--- src/rtl/cordic_vectoring_detector.sv ---
// Vectoring-mode CORDIC: converts one Cartesian sample (x, y) into magnitude
// and phase. Phase is in pi units (2^N_FRAC LSB = pi, two's-complement wrap),
// magnitude in signed Q0.N_FRAC, matching the sine generator input format.
//
// state    | meaning
// ---------+-----------------------------------------------------------------
// ST_IDLE  | waiting for an input strobe; results held on the outputs
// ST_ITER  | one micro-rotation per cycle, i = 0 .. N_ITER-1
// ST_SCALE | gain compensation, rounding, saturation, output register load

`timescale 1ns/1ps

module cordic_vectoring_detector #(
    parameter int N_FRAC = 7,
    parameter int N_ITER = 8
) (
    input  logic                clk_i,
    input  logic                rst_i,
    input  logic signed [N_FRAC:0] x_i,
    input  logic signed [N_FRAC:0] y_i,
    input  logic                data_in_valid_strobe_i,
    output logic signed [N_FRAC:0] amplitude_o,
    output logic signed [N_FRAC:0] phase_o,
    output logic                busy_o,
    output logic                data_out_valid_strobe_o
);

    localparam int P  = N_FRAC + 1;
    localparam int W  = N_FRAC + 5;
    localparam int ZW = N_FRAC + 3;
    localparam int IW = (N_ITER > 1) ? $clog2(N_ITER) : 1;

    // z scale: 2^(ZW-1) = pi, so pi/2 is 2^(ZW-2)
    localparam logic signed [ZW-1:0] Z_HALF_PI     = {2'b01, {(ZW-2){1'b0}}};
    localparam logic signed [ZW-1:0] Z_NEG_HALF_PI = {2'b11, {(ZW-2){1'b0}}};
    localparam logic signed [ZW-1:0] Z_ROUND       = ZW'(2);
    localparam logic signed [W-1:0]  AMP_MAX       = W'((1 << N_FRAC) - 1);

    // atan(2^-i)/pi scaled by 2^24; beyond i=11 atan(x) ~ x is exact enough
    function automatic longint atan_q24(input int i);
        case (i)
            0:  return longint'(4194304);
            1:  return longint'(2476042);
            2:  return longint'(1308273);
            3:  return longint'(664100);
            4:  return longint'(333339);
            5:  return longint'(166832);
            6:  return longint'(83436);
            7:  return longint'(41721);
            8:  return longint'(20861);
            9:  return longint'(10430);
            10: return longint'(5215);
            11: return longint'(2608);
            default: return longint'(5340354) >>> i;
        endcase
    endfunction

    // round(atan(2^-i)/pi * 2^(N_FRAC+2)), derived from the 2^24 table
    function automatic logic signed [ZW-1:0] atan_step(input int i);
        longint v;
        int     s;
        s = 22 - N_FRAC;
        v = atan_q24(i);
        if (s > 0)
            v = (v + (longint'(1) << (s - 1))) >>> s;
        else
            v = v <<< (-s);
        return ZW'(v);
    endfunction

    typedef enum logic [1:0] {
        ST_IDLE,
        ST_ITER,
        ST_SCALE
    } state_t;

    state_t state_q, state_d;

    logic signed [W-1:0]  x_q, y_q;
    logic signed [ZW-1:0] z_q;
    logic [IW-1:0]        iter_q;
    logic                 zero_q;

    logic signed [P-1:0]  amplitude_q, phase_q;
    logic                 valid_q;

    logic signed [ZW-1:0] atan_rom [N_ITER];

    for (genvar g = 0; g < N_ITER; g++) begin : g_atan
        assign atan_rom[g] = atan_step(g);
    end

    logic signed [W-1:0]  x_ext, y_ext;
    logic signed [W-1:0]  x_load, y_load;
    logic signed [ZW-1:0] z_load;
    logic signed [W-1:0]  x_sh, y_sh;
    logic signed [W-1:0]  x_rot, y_rot;
    logic signed [ZW-1:0] z_rot;
    logic signed [ZW-1:0] atan_cur;
    logic signed [W-1:0]  gain_x, amp_full;
    logic signed [P-1:0]  amp_sat;
    logic signed [ZW-1:0] z_round;
    logic signed [P-1:0]  phase_rnd;
    logic                 last_iter;

    // sign-extend and move into the guard-bit format (two guard LSBs)
    assign x_ext = {{2{x_i[N_FRAC]}}, x_i, 2'b00};
    assign y_ext = {{2{y_i[N_FRAC]}}, y_i, 2'b00};

    assign last_iter = (iter_q == IW'(N_ITER - 1));

    // pre-rotation into the right half-plane so the iterations can converge
    always_comb begin
        x_load = x_ext;
        y_load = y_ext;
        z_load = '0;
        if (x_ext[W-1]) begin
            if (!y_ext[W-1]) begin
                x_load = y_ext;
                y_load = -x_ext;
                z_load = Z_HALF_PI;
            end else begin
                x_load = -y_ext;
                y_load = x_ext;
                z_load = Z_NEG_HALF_PI;
            end
        end
    end

    // one micro-rotation driving y toward zero; both updates use pre-cycle x/y
    always_comb begin
        atan_cur = atan_rom[iter_q];
        x_sh     = x_q >>> iter_q;
        y_sh     = y_q >>> iter_q;
        if (!y_q[W-1]) begin
            x_rot = x_q + y_sh;
            y_rot = y_q - x_sh;
            z_rot = z_q + atan_cur;
        end else begin
            x_rot = x_q - y_sh;
            y_rot = y_q + x_sh;
            z_rot = z_q - atan_cur;
        end
    end

    // gain compensation (~0.6073), guard-bit removal, saturation, phase rounding
    always_comb begin
        gain_x   = (x_q >>> 1) + (x_q >>> 3) - (x_q >>> 6) - (x_q >>> 9);
        amp_full = gain_x >>> 2;
        if (amp_full[W-1])
            amp_sat = '0;
        else if (amp_full > AMP_MAX)
            amp_sat = AMP_MAX[P-1:0];
        else
            amp_sat = amp_full[P-1:0];
        z_round   = z_q + Z_ROUND;
        phase_rnd = P'(z_round >>> 2);
    end

    // state register
    always_ff @(posedge clk_i) begin
        if (rst_i)
            state_q <= ST_IDLE;
        else
            state_q <= state_d;
    end

    // next-state logic
    always_comb begin
        state_d = state_q;
        case (state_q)
            ST_IDLE:  if (data_in_valid_strobe_i) state_d = ST_ITER;
            ST_ITER:  if (last_iter) state_d = ST_SCALE;
            ST_SCALE: state_d = ST_IDLE;
            default:  state_d = ST_IDLE;
        endcase
    end

    // datapath and output registers, sequenced by the current state
    always_ff @(posedge clk_i) begin
        if (rst_i) begin
            x_q         <= '0;
            y_q         <= '0;
            z_q         <= '0;
            iter_q      <= '0;
            zero_q      <= 1'b0;
            amplitude_q <= '0;
            phase_q     <= '0;
            valid_q     <= 1'b0;
        end else begin
            valid_q <= 1'b0;
            case (state_q)
                ST_IDLE: begin
                    if (data_in_valid_strobe_i) begin
                        x_q    <= x_load;
                        y_q    <= y_load;
                        z_q    <= z_load;
                        iter_q <= '0;
                        zero_q <= (x_i == '0) && (y_i == '0);
                    end
                end
                ST_ITER: begin
                    x_q    <= x_rot;
                    y_q    <= y_rot;
                    z_q    <= z_rot;
                    iter_q <= iter_q + 1'b1;
                end
                ST_SCALE: begin
                    amplitude_q <= zero_q ? '0 : amp_sat;
                    phase_q     <= zero_q ? '0 : phase_rnd;
                    valid_q     <= 1'b1;
                end
                default: ;
            endcase
        end
    end

    assign amplitude_o             = amplitude_q;
    assign phase_o                 = phase_q;
    assign busy_o                  = (state_q != ST_IDLE);
    assign data_out_valid_strobe_o = valid_q;

endmodule

--- config.mk ---
export PLATFORM = sky130hd
export DESIGN_NAME = cordic_vectoring_detector
export DESIGN_NICKNAME = d
export VERILOG_FILES = /design/src/rtl/cordic_vectoring_detector.sv
export SDC_FILE = /design/constraint.sdc
export NUM_CORES = 1
export LEC_CHECK = 0
export CORE_ASPECT_RATIO = 1.75
export CORE_UTILIZATION = 50
export CTS_CLUSTER_DIAMETER = 120
export DETAILED_ROUTE_END_ITERATION = 8
export PLACE_DENSITY_LB_ADDON = 0.2
export SLEW_MARGIN = 20
export SYNTH_ARGS = -nofsm -noshare
export SYNTH_HDL_FRONTEND = slang
export SYNTH_SLANG_ARGS = --single-unit
--- constraint.sdc ---
create_clock -name clk_i -period 4.3 [get_ports clk_i]
set_clock_uncertainty 0.2 [all_clocks]
set_input_delay 0.86 -clock clk_i [delete_from_list [all_inputs] [get_ports clk_i]]
set_output_delay 0.86 -clock clk_i [all_outputs]
set_load 0.01 [all_outputs]
== Yosys cells after proc, flatten, opt, wreduce, memory -nomap -nowiden ==
Memory sizes are Yosys's and may differ from the RTL's.
Cells that the tools add are included.
Cells by class
  add/subtract/negate cells: 13
  order comparisons: 2
  equal/unequal tests: 5
  shift-type cells: 2
  multiplexer cells: 27
  bitwise gates (word level): 1
  reduce and logical (&&, ||, !) cells: 9
Operator list (count)
  12-bit two-way mux: 8
  10-bit two-way mux: 6
  12-bit case mux with 2 select lines: 2
  8-bit two-way mux: 4
  12-bit adder: 2
  10-bit negation with 12-bit output: 2
  12-bit by 3-bit >>> shifter with 12-bit output: 2
  12-bit subtractor: 2
  10-bit case mux with 2 select lines: 1
  8-bit logical NOT: 2
  11-bit by 9-bit adder with 12-bit output: 1
  12-bit by 3-bit subtractor with 12-bit output: 1
  12-bit by 6-bit subtractor with 12-bit output: 1
  10-bit adder: 1
  10-bit by 3-bit adder with 10-bit output, second input constant: 1
  10-bit by 8-bit greater-than comparator with 1-bit output, second input constant: 1
  10-bit subtractor: 1
  3-bit case mux with 2 select lines: 1
  2-bit AND reduction: 3
  4-bit greater-or-equal comparator, second input constant: 1
  2-bit two-way mux: 2
  2-bit inequality test, second input constant: 2
  3-bit inverter with 4-bit output: 1
  2-bit case mux with 2 select lines: 1
  9 further kinds: 10
Word-level totals
  register bits: 57
  bits in read-only memories: 80
  output and inout port bits: 18
  logic and storage cells: 69
  memories: 1
Memories
  (name not given): words 8, width 10, read ports 1, clocked after Yosys merged registers in 0, wr ports 0, line 132  | atan_cur = atan_rom[iter_q];

== Depth between registers and ports, before layout ==
Gate-level depths: netlist (run 1).
  depth in word-level cells: 7
  gate-level depth with buffers: 20
  depth with buffers taken out: 18

== Worst setup path after synthesis (run 1) ==
No wires, ideal clock.
  path kind: reg2reg
  start point: register iter_q[1]
  end point: register x_q[11]
  setup time: 0.074 ns
  arrival: 3.837 ns
  required time: 4.026 ns
  setup slack: 0.188 ns
  stages on the path, launching flop included: 18
  path through: dfxtp_1 -> buf_2 -> mux2_2 -> mux2i_1 -> o221a_2 -> ha_1 -> nor2_1 -> a21oi_1 -> inv_1 -> ha_1 -> nor2b_1 -> o31ai_1 -> a21oi_1 -> a41o_1 -> o41ai_1 -> xor2_1 -> or3_2 -> a31oi_1
On the way
  word-level cells in the longest chain between the ends: 4
Ends and longest elaborated chain
  start, declared: line 81  | logic [IW-1:0] iter_q;
  start signal, assigned: line 206  | iter_q <= iter_q + 1'b1;
  12-bit by 3-bit >>> shifter with 12-bit output (*): line 134  | y_sh = y_q >>> iter_q;
  12-bit adder / 12-bit subtractor (equally long branches): line 136, 140
  12-bit two-way mux (*): line 135  | if (!y_q[W-1]) begin
  12-bit case mux with 2 select lines (*): line 192  | case (state_q)
  end signal, assigned: line 195  | x_q <= x_load;
  end signal, assigned: line 203  | x_q <= x_rot;
  end, declared: line 79  | logic signed [W-1:0] x_q, y_q;
Mark *: on every way between the ends. The rest lies on a longest branch, timed or not.
A chain may end at the register's enable or synchronous reset.

== Worst setup path after layout (run 1) ==
  start point: register iter_q[1]
  end point: register y_q[11]
On the way
  word-level cells in the longest chain between the ends: 4
Ends and longest elaborated chain
  12-bit by 3-bit >>> shifter with 12-bit output (*): line 133  | x_sh = x_q >>> iter_q;
  12-bit subtractor / 12-bit adder (equally long branches): line 137, 141
  12-bit two-way mux (*): line 135
  12-bit case mux with 2 select lines (*): line 192
  end signal, assigned: line 196  | y_q <= y_load;
  end signal, assigned: line 204  | y_q <= y_rot;
  end, declared: line 79
Marks and branches as above.

==> results of run 1 <==
-- sequential cells by signal, indices dropped and copies added (netlist names) --
name,count
state_q,2
y_q,12
amplitude_o,8
z_q,10
iter_q,3
x_q,12
zero_q,1
phase_o,8
data_out_valid_strobe_o,1
-- synthesized netlist by cell type (12+ instances only) --
master | count | area, µm²
nand2_1 | 44 | 165.2
nor2b_1 | 12 | 75.07
nor2_1 | 99 | 371.6
nand3_1 | 26 | 130.1
xor2_1 | 18 | 157.7
mux2_2 | 13 | 146.4
a21oi_1 | 61 | 305.3
dfxtp_1 | 57 | 1141
a31oi_1 | 15 | 93.84
a211oi_1 | 28 | 210.2
o21ai_0 | 36 | 180.2
inv_1 | 60 | 225.2
ha_1 | 56 | 700.7
nor3_1 | 22 | 110.1
mux2i_1 | 22 | 220.2
xnor2_1 | 40 | 350.3
fa_1 | 15 | 300.3
clkbuf_1 | 20 | 75.07
a22oi_1 | 12 | 90.09
-- path summary, 6_finish.rpt --
| path | startpoint | end | slack, ns | depth (start not counted) |
|---|---|---|---|---|
| max | iter_q[1] | y_q[11] | 0.14 | 16 |
| min | amplitude_o[4] | amplitude_o[4] | 0.25 | 2 |
| max reg2reg | iter_q[1] | y_q[11] | 0.14 | 16 |
| min reg2reg | amplitude_o[4] | amplitude_o[4] | 0.25 | 2 |
-- final cells by class --
class | count | share of cell area [%]
multi-input cells | 656 | 63.75
flip-flops and latches | 57 | 14.86
repair buffers | 109 | 11.95
clock buffers | 10 | 3.092
inverters | 63 | 3.060
well taps | 168 | 2.720
clock inverters | 6 | 0.5666
-- through the flow --
step / utilization [%] / std cells / power [W]
final: 62.17 / 1069 / 0.004564
after global routing: 62.17 / 1069 / 0.004912
after CTS: 60.79 / 1062 / 0.004427
after detailed placement: 58.34 / 1046 / 0.003720
after global placement: 58.34 / 1046 / 0.003608
after floorplan: - / 818 / 0.002907
-- cells by family after synthesis --
kind of cell,Yosys count,synth area share [%]
adder cells (fa/ha/maj),71,15.73
XOR/XNOR,58,7.983
multiplexers,43,8.336
AO/OA/AOI/OAI,215,22.69
AND/OR/NAND/NOR,269,20.64
buffers and inverters,105,6.685
flip-flops,57,17.93
-- routing by layer --
metal	global-route usage, %	vias up	wire, µm
li1	-	3094	-
met1	30.91	3049	7292
met2	57.19	216	10550
met3	4.142	66	760
met4	21.15	0	1265
met5	0	-	0
-- power breakdown --
| part | total [W] | leakage (nW) | switching [W] | internal [W] |
|---|---|---|---|---|
| clock network | 0.000679 | 0.127 | 0.000274 | 0.000405 |
| logic | 0.00320 | 2.58 | 0.00172 | 0.00148 |
| registers | 0.000690 | 0.467 | 0.0000964 | 0.000593 |
-- worst max-delay path, stage by stage (launching register included) --
cell and delay (ns):
dfxtp_2 0.36, buf_12 0.18, mux2_2 0.40, mux2_2 0.30, a21oi_2 0.27, buf_4 0.18, a31oi_1 0.09, xnor2_1 0.25
ha_1 0.32, and2_1 0.19, a311oi_2 0.27, o31ai_1 0.14, o21a_1 0.21, o21ai_1 0.14, nand2b_1 0.11, a2111o_1 0.40
o211ai_2 0.06
-- placed cells by master (no fill, tap or decap), types with 32 or more instances in the layout --
cell type         n
nor2_1           97
nand2_1          44
xnor2_1          40
ha_1             55
clkdlybuf4s50_1  35
dfxtp_1          53
buf_4            70
inv_1            59
o21ai_0          32
a21oi_1          60
-- what timing repair did --
item,in CTS,in global routing
buffers inserted,0,7
pin swaps,0,14
endpoints found under the setup margin,2,11
gates cloned,0,0
resized for setup,6,30
==> results.json, run 1 <==
{
  "status": "finished, final reports clean",
  "seq_area_mm2": 0.001149,
  "drv_cap": 0,
  "synth_edf_count": 0,
  "htree_levels": 3,
  "postCtsHoldBufs": 0,
  "ys_seq_area_share_pct": 17.93,
  "hold_class": "flop to flop",
  "period_needed_ns": 4.163,
  "viasPerCell": 6.010,
  "clock_latency_ns": 0.34,
  "pre_cts_ws_ns": -0.09154,
  "start_util_pct": 51.19,
  "fillers": 1132,
  "finalSetupTns_ns": 0,
  "grt_pass1_vias": 6229,
  "gr-total-overflow": 0,
  "ys_seq_elements": 57,
  "wl_per_cell_um": 18.59,
  "synth_flop_cell": "dfxtp_1",
  "finalSetupViolations": 0,
  "p_per_area_mw_per_mm2": 590.6,
  "wirelength_um": 19870,
  "dp_hpwl_um": 15460,
  "multi_input_area_mm2": 0.004927,
  "p_leak_nw": 3.172,
  "dieArea_mm2": 0.01320,
  "synth_area_per_cell_um2": 7.779,
  "fmax_ghz": 0.2402,
  "drv_slew": 0,
  "fin_hold_ws_ns": 0.2511,
  "cts_buffers": 9,
  "drt_iter0_drc": 337,
  "hold_viol": 0,
  "syn-num-nets": 908,
  "grt_pass1_wl_um": 30820,
  "synth.cell_area_mm2": 0.006364,
  "required_ns": 4.36,
  "max_slew.worst_pin.slew_ns": 0.8712,
  "cts_buffer_depth": 2,
  "fin_crit_sh_pct": 96.80,
  "synthCells": 818,
  "nNetsFinal": 986,
  "ios": 37,
  "crit_fanout": 24,
  "cts-root-buf": "clkbuf_16",
  "die_x_um": 87.28,
  "synth_warnings": 0,
  "clk_pin_slew_ns": 0.05,
  "rsz0062_at_grt": "true",
  "synth.distinct_cells": 73,
  "track_usage_pct": 30.77,
  "finalWorstSetupSlack_ns": 0.1375,
  "cp-end-kind": "flop",
  "relSlewSlack_pct": 41.70,
  "diodes": 0,
  "vdd_drop_max_v": 0.0003360,
  "fin_area_mm2": 0.007729,
  "io_buffers": 36,
  "cp-start-kind": "flop",
  "core-area_mm2": 0.01243,
  "crit_arrival_ns": 4.22,
  "core.rowCount": 54,
  "dieHeight_um": 151.2,
  "drc": 0,
  "layout-drive-gt1-share_pct": 18.09,
  "syn2layout_area_growth_pct": 21.45,
  "grt_max_degree": 38,
  "clkSinkCount": 57,
  "routabilityCongestion": 0.9388,
  "cts_tree": "yes",
  "antenna_found_initial": 0,
  "placed_cell_area_mm2": 0.007253,
  "path_class": "flop to flop",
  "ant_nets": 0,
  "dr_total_vias": 6425,
  "async_reset_ff_share_pct": 0,
  "first_pass_iters": 5
}
Note: power is estimated with default switching activity, not from simulation.
==> run 2: changes to the inputs <==
--- a/config.mk
+++ b/config.mk
@@ -5,8 +5,10 @@
 export SDC_FILE = /design/constraint.sdc
 export NUM_CORES = 1
 export LEC_CHECK = 0
+export CELL_PAD_IN_SITES_DETAIL_PLACEMENT = 2
+export CELL_PAD_IN_SITES_GLOBAL_PLACEMENT = 2
 export CORE_ASPECT_RATIO = 1.75
-export CORE_UTILIZATION = 50
+export CORE_UTILIZATION = 33
 export CTS_CLUSTER_DIAMETER = 120
 export DETAILED_ROUTE_END_ITERATION = 8
 export PLACE_DENSITY_LB_ADDON = 0.2
==> results.json, run 2 (synthesized netlist as in run 1, its figures left out) <==
{
  "crit_arrival_ns": 4.49,
  "post-route-util_pct": 42.56,
  "drc": 0,
  "cp-end-kind": "flop",
  "drv_slew": 0,
  "fin_crit_sh_pct": 102.4,
  "track_usage_pct": 27.26,
  "rsz0062_at_grt": "true",
  "antenna_found_initial": 0,
  "fin_hold_ws_ns": 0.2531,
  "netSwitchingFraction_pct": 47.50,
  "fillers": 2117,
  "period_needed_ns": 4.405,
  "first_pass_iters": 4,
  "path_class": "flop to flop",
  "placed_cell_area_mm2": 0.007336,
  "status": "finished with violations",
  "switchingPower_w": 0.002411,
  "dieHeight_um": 185.7,
  "max_slew.worst_pin.slew_ns": 0.9732,
  "gr-total-overflow": 0,
  "fmax_ghz": 0.2270,
  "required_ns": 4.39,
  "hold_depth": 2,
  "layout_commonest_cell": "nor2_1",
  "p_int_w": 0.002665,
  "clk_pin_slew_ns": 0.06,
  "cp-start-kind": "flop",
  "routabilityCongestion": 0.9189,
  "drv_cap": 0,
  "max_stage_delay_ns": 0.50,
  "finalWorstSetupSlack_ns": -0.1051,
  "p_clk_share_pct": 13.5,
  "violations": "negative setup slack",
  "dieArea_mm2": 0.01986,
  "vdd_drop_max_v": 0.0002494,
  "viasPerCell": 5.893,
  "drt_iter0_drc": 245,
  "nNetsFinal": 994,
  "dp_hpwl_um": 20390,
  "relSlewSlack_pct": 34.88,
  "mostFrequentLayoutCells": "94 x nor2_1, 75 x buf_4, 60 x inv_1",
  "grt_pass1_wl_um": 40650,
  "r2r_slack_ns": -0.11,
  "io_buffers": 36,
  "wl_per_cell_um": 23.79,
  "cts_buffers": 9,
  "multi_input_area_mm2": 0.005006,
  "ant_nets": 0,
  "clkSinkCount": 57,
  "start_util_pct": 33.95,
  "core-area_mm2": 0.01875,
  "p_comb_share_pct": 72.6,
  "hold_viol": 0,
  "cts_tree": "yes",
  "r2r-end": "x_q[11]",
  "r2r-start": "y_q[8]",
  "p_seq_share_pct": 13.9,
  "pre_cts_ws_ns": -0.2782,
  "grt_pass1_vias": 7487,
  "critPathSlowestCell": "mux4_2",
  "p_leak_nw": 3.230,
  "cts-root-buf": "clkbuf_16",
  "clock_latency_ns": 0.36,
  "finalSetupViolations": 1,
  "dr_total_vias": 6748,
  "min-delay-start": "amplitude_o[5]",
  "htree_levels": 3,
  "cts_buffer_depth": 2,
  "syn2layout_area_growth_pct": 25.36,
  "min_to": "amplitude_o[5]",
  "reg2reg_depth": 16,
  "hold_class": "flop to flop",
  "grt_max_degree": 37,
  "seq_area_mm2": 0.001149,
  "diodes": 0,
  "crit_fanout": 6,
  "core.rowCount": 66,
  "crit_chain": "mux4_2 -> a222oi_1 -> buf_4 -> nand3_4 -> nor3_4 -> and3_4 -> and3_1 -> mux2_2 -> o22ai_2 -> ha_2 -> nor3_1 -> nor2_2 -> o41ai_4 -> xor2_1 -> or3_4 -> a31oi_4",
  "die_x_um": 107.0,
  "ios": 37,
  "largestRegisters": "x_q x12, y_q x12, z_q x10",
  "wirelength_um": 27240,
  "layout-drive-gt1-share_pct": 19.40,
  "power_w": 0.005076,
  "fin_area_mm2": 0.007978,
  "p_per_area_mw_per_mm2": 636.2
}
## run 2: layer usage
metal	track usage (%)	up-vias	wire [µm]
li1	-	3099	-
met1	25.14	3399	9262
met2	54.89	166	15620
met3	3.641	84	793
met4	16.60	0	1557
met5	0	-	0
## run 2: power groups by stage
stage,registers [W],logic (W),clock network [W]
final,0.000703,0.00369,0.000685
after global routing,0.000708,0.00401,0.000726
after CTS,0.000699,0.00344,0.000706
after detailed placement,0.000709,0.00327,0
after global placement,0.000705,0.00305,0
after floorplan,0.000682,0.00223,0
## run 2: critical path: cells and delay by family, from the launching register on
family                   cells  cell delay [ns]
AO/OA/AOI/OAI                4             0.77
XOR/XNOR                     1             0.18
adder cells (fa/ha/maj)      1             0.26
buffers and inverters        1             0.20
flip-flops                   1             0.40
multiplexers                 2             0.87
AND/OR/NAND/NOR              7             1.45
## run 2: per-stage QoR
step	setup TNS, ns	cells
CTS	0	1135
global route	-0.4755	1145
finish	-0.1051	1145
floorplan	0	818
detailed placement	-0.4881	1114
global placement	0	1114
## run 2: timing repair
action | in CTS | in global routing
hold buffers | 0 | 0
endpoints found under the setup margin | 4 | 13
cloned | 1 | 0
pin swaps | 10 | 18
resized for setup | 29 | 28
buffers inserted | 6 | 10
## run 2: final cells by class
type	count	share of cell area (%)
clock buffers	14	3.309
inverters	63	2.964
multi-input cells	656	62.75
flip-flops and latches	57	14.40
well taps	238	3.733
repair buffers	117	12.85
## run 2: how the worst max path moves through the flow
stage / start / to / slack [ns] / cells after the start
3_3_place_gp: iter_q[2] / y_q[11] / 0.01 / 16
2_1_floorplan: iter_q[1] / x_q[11] / 0.19 / 17
4_1_cts: iter_q[1] / y_q[11] / 0.004 / 18
6_report: y_q[8] / x_q[11] / -0.11 / 16
5_1_grt: y_q[8] / x_q[11] / -0.19 / 17
3_5_place_dp: iter_q[0] / x_q[11] / -0.28 / 17
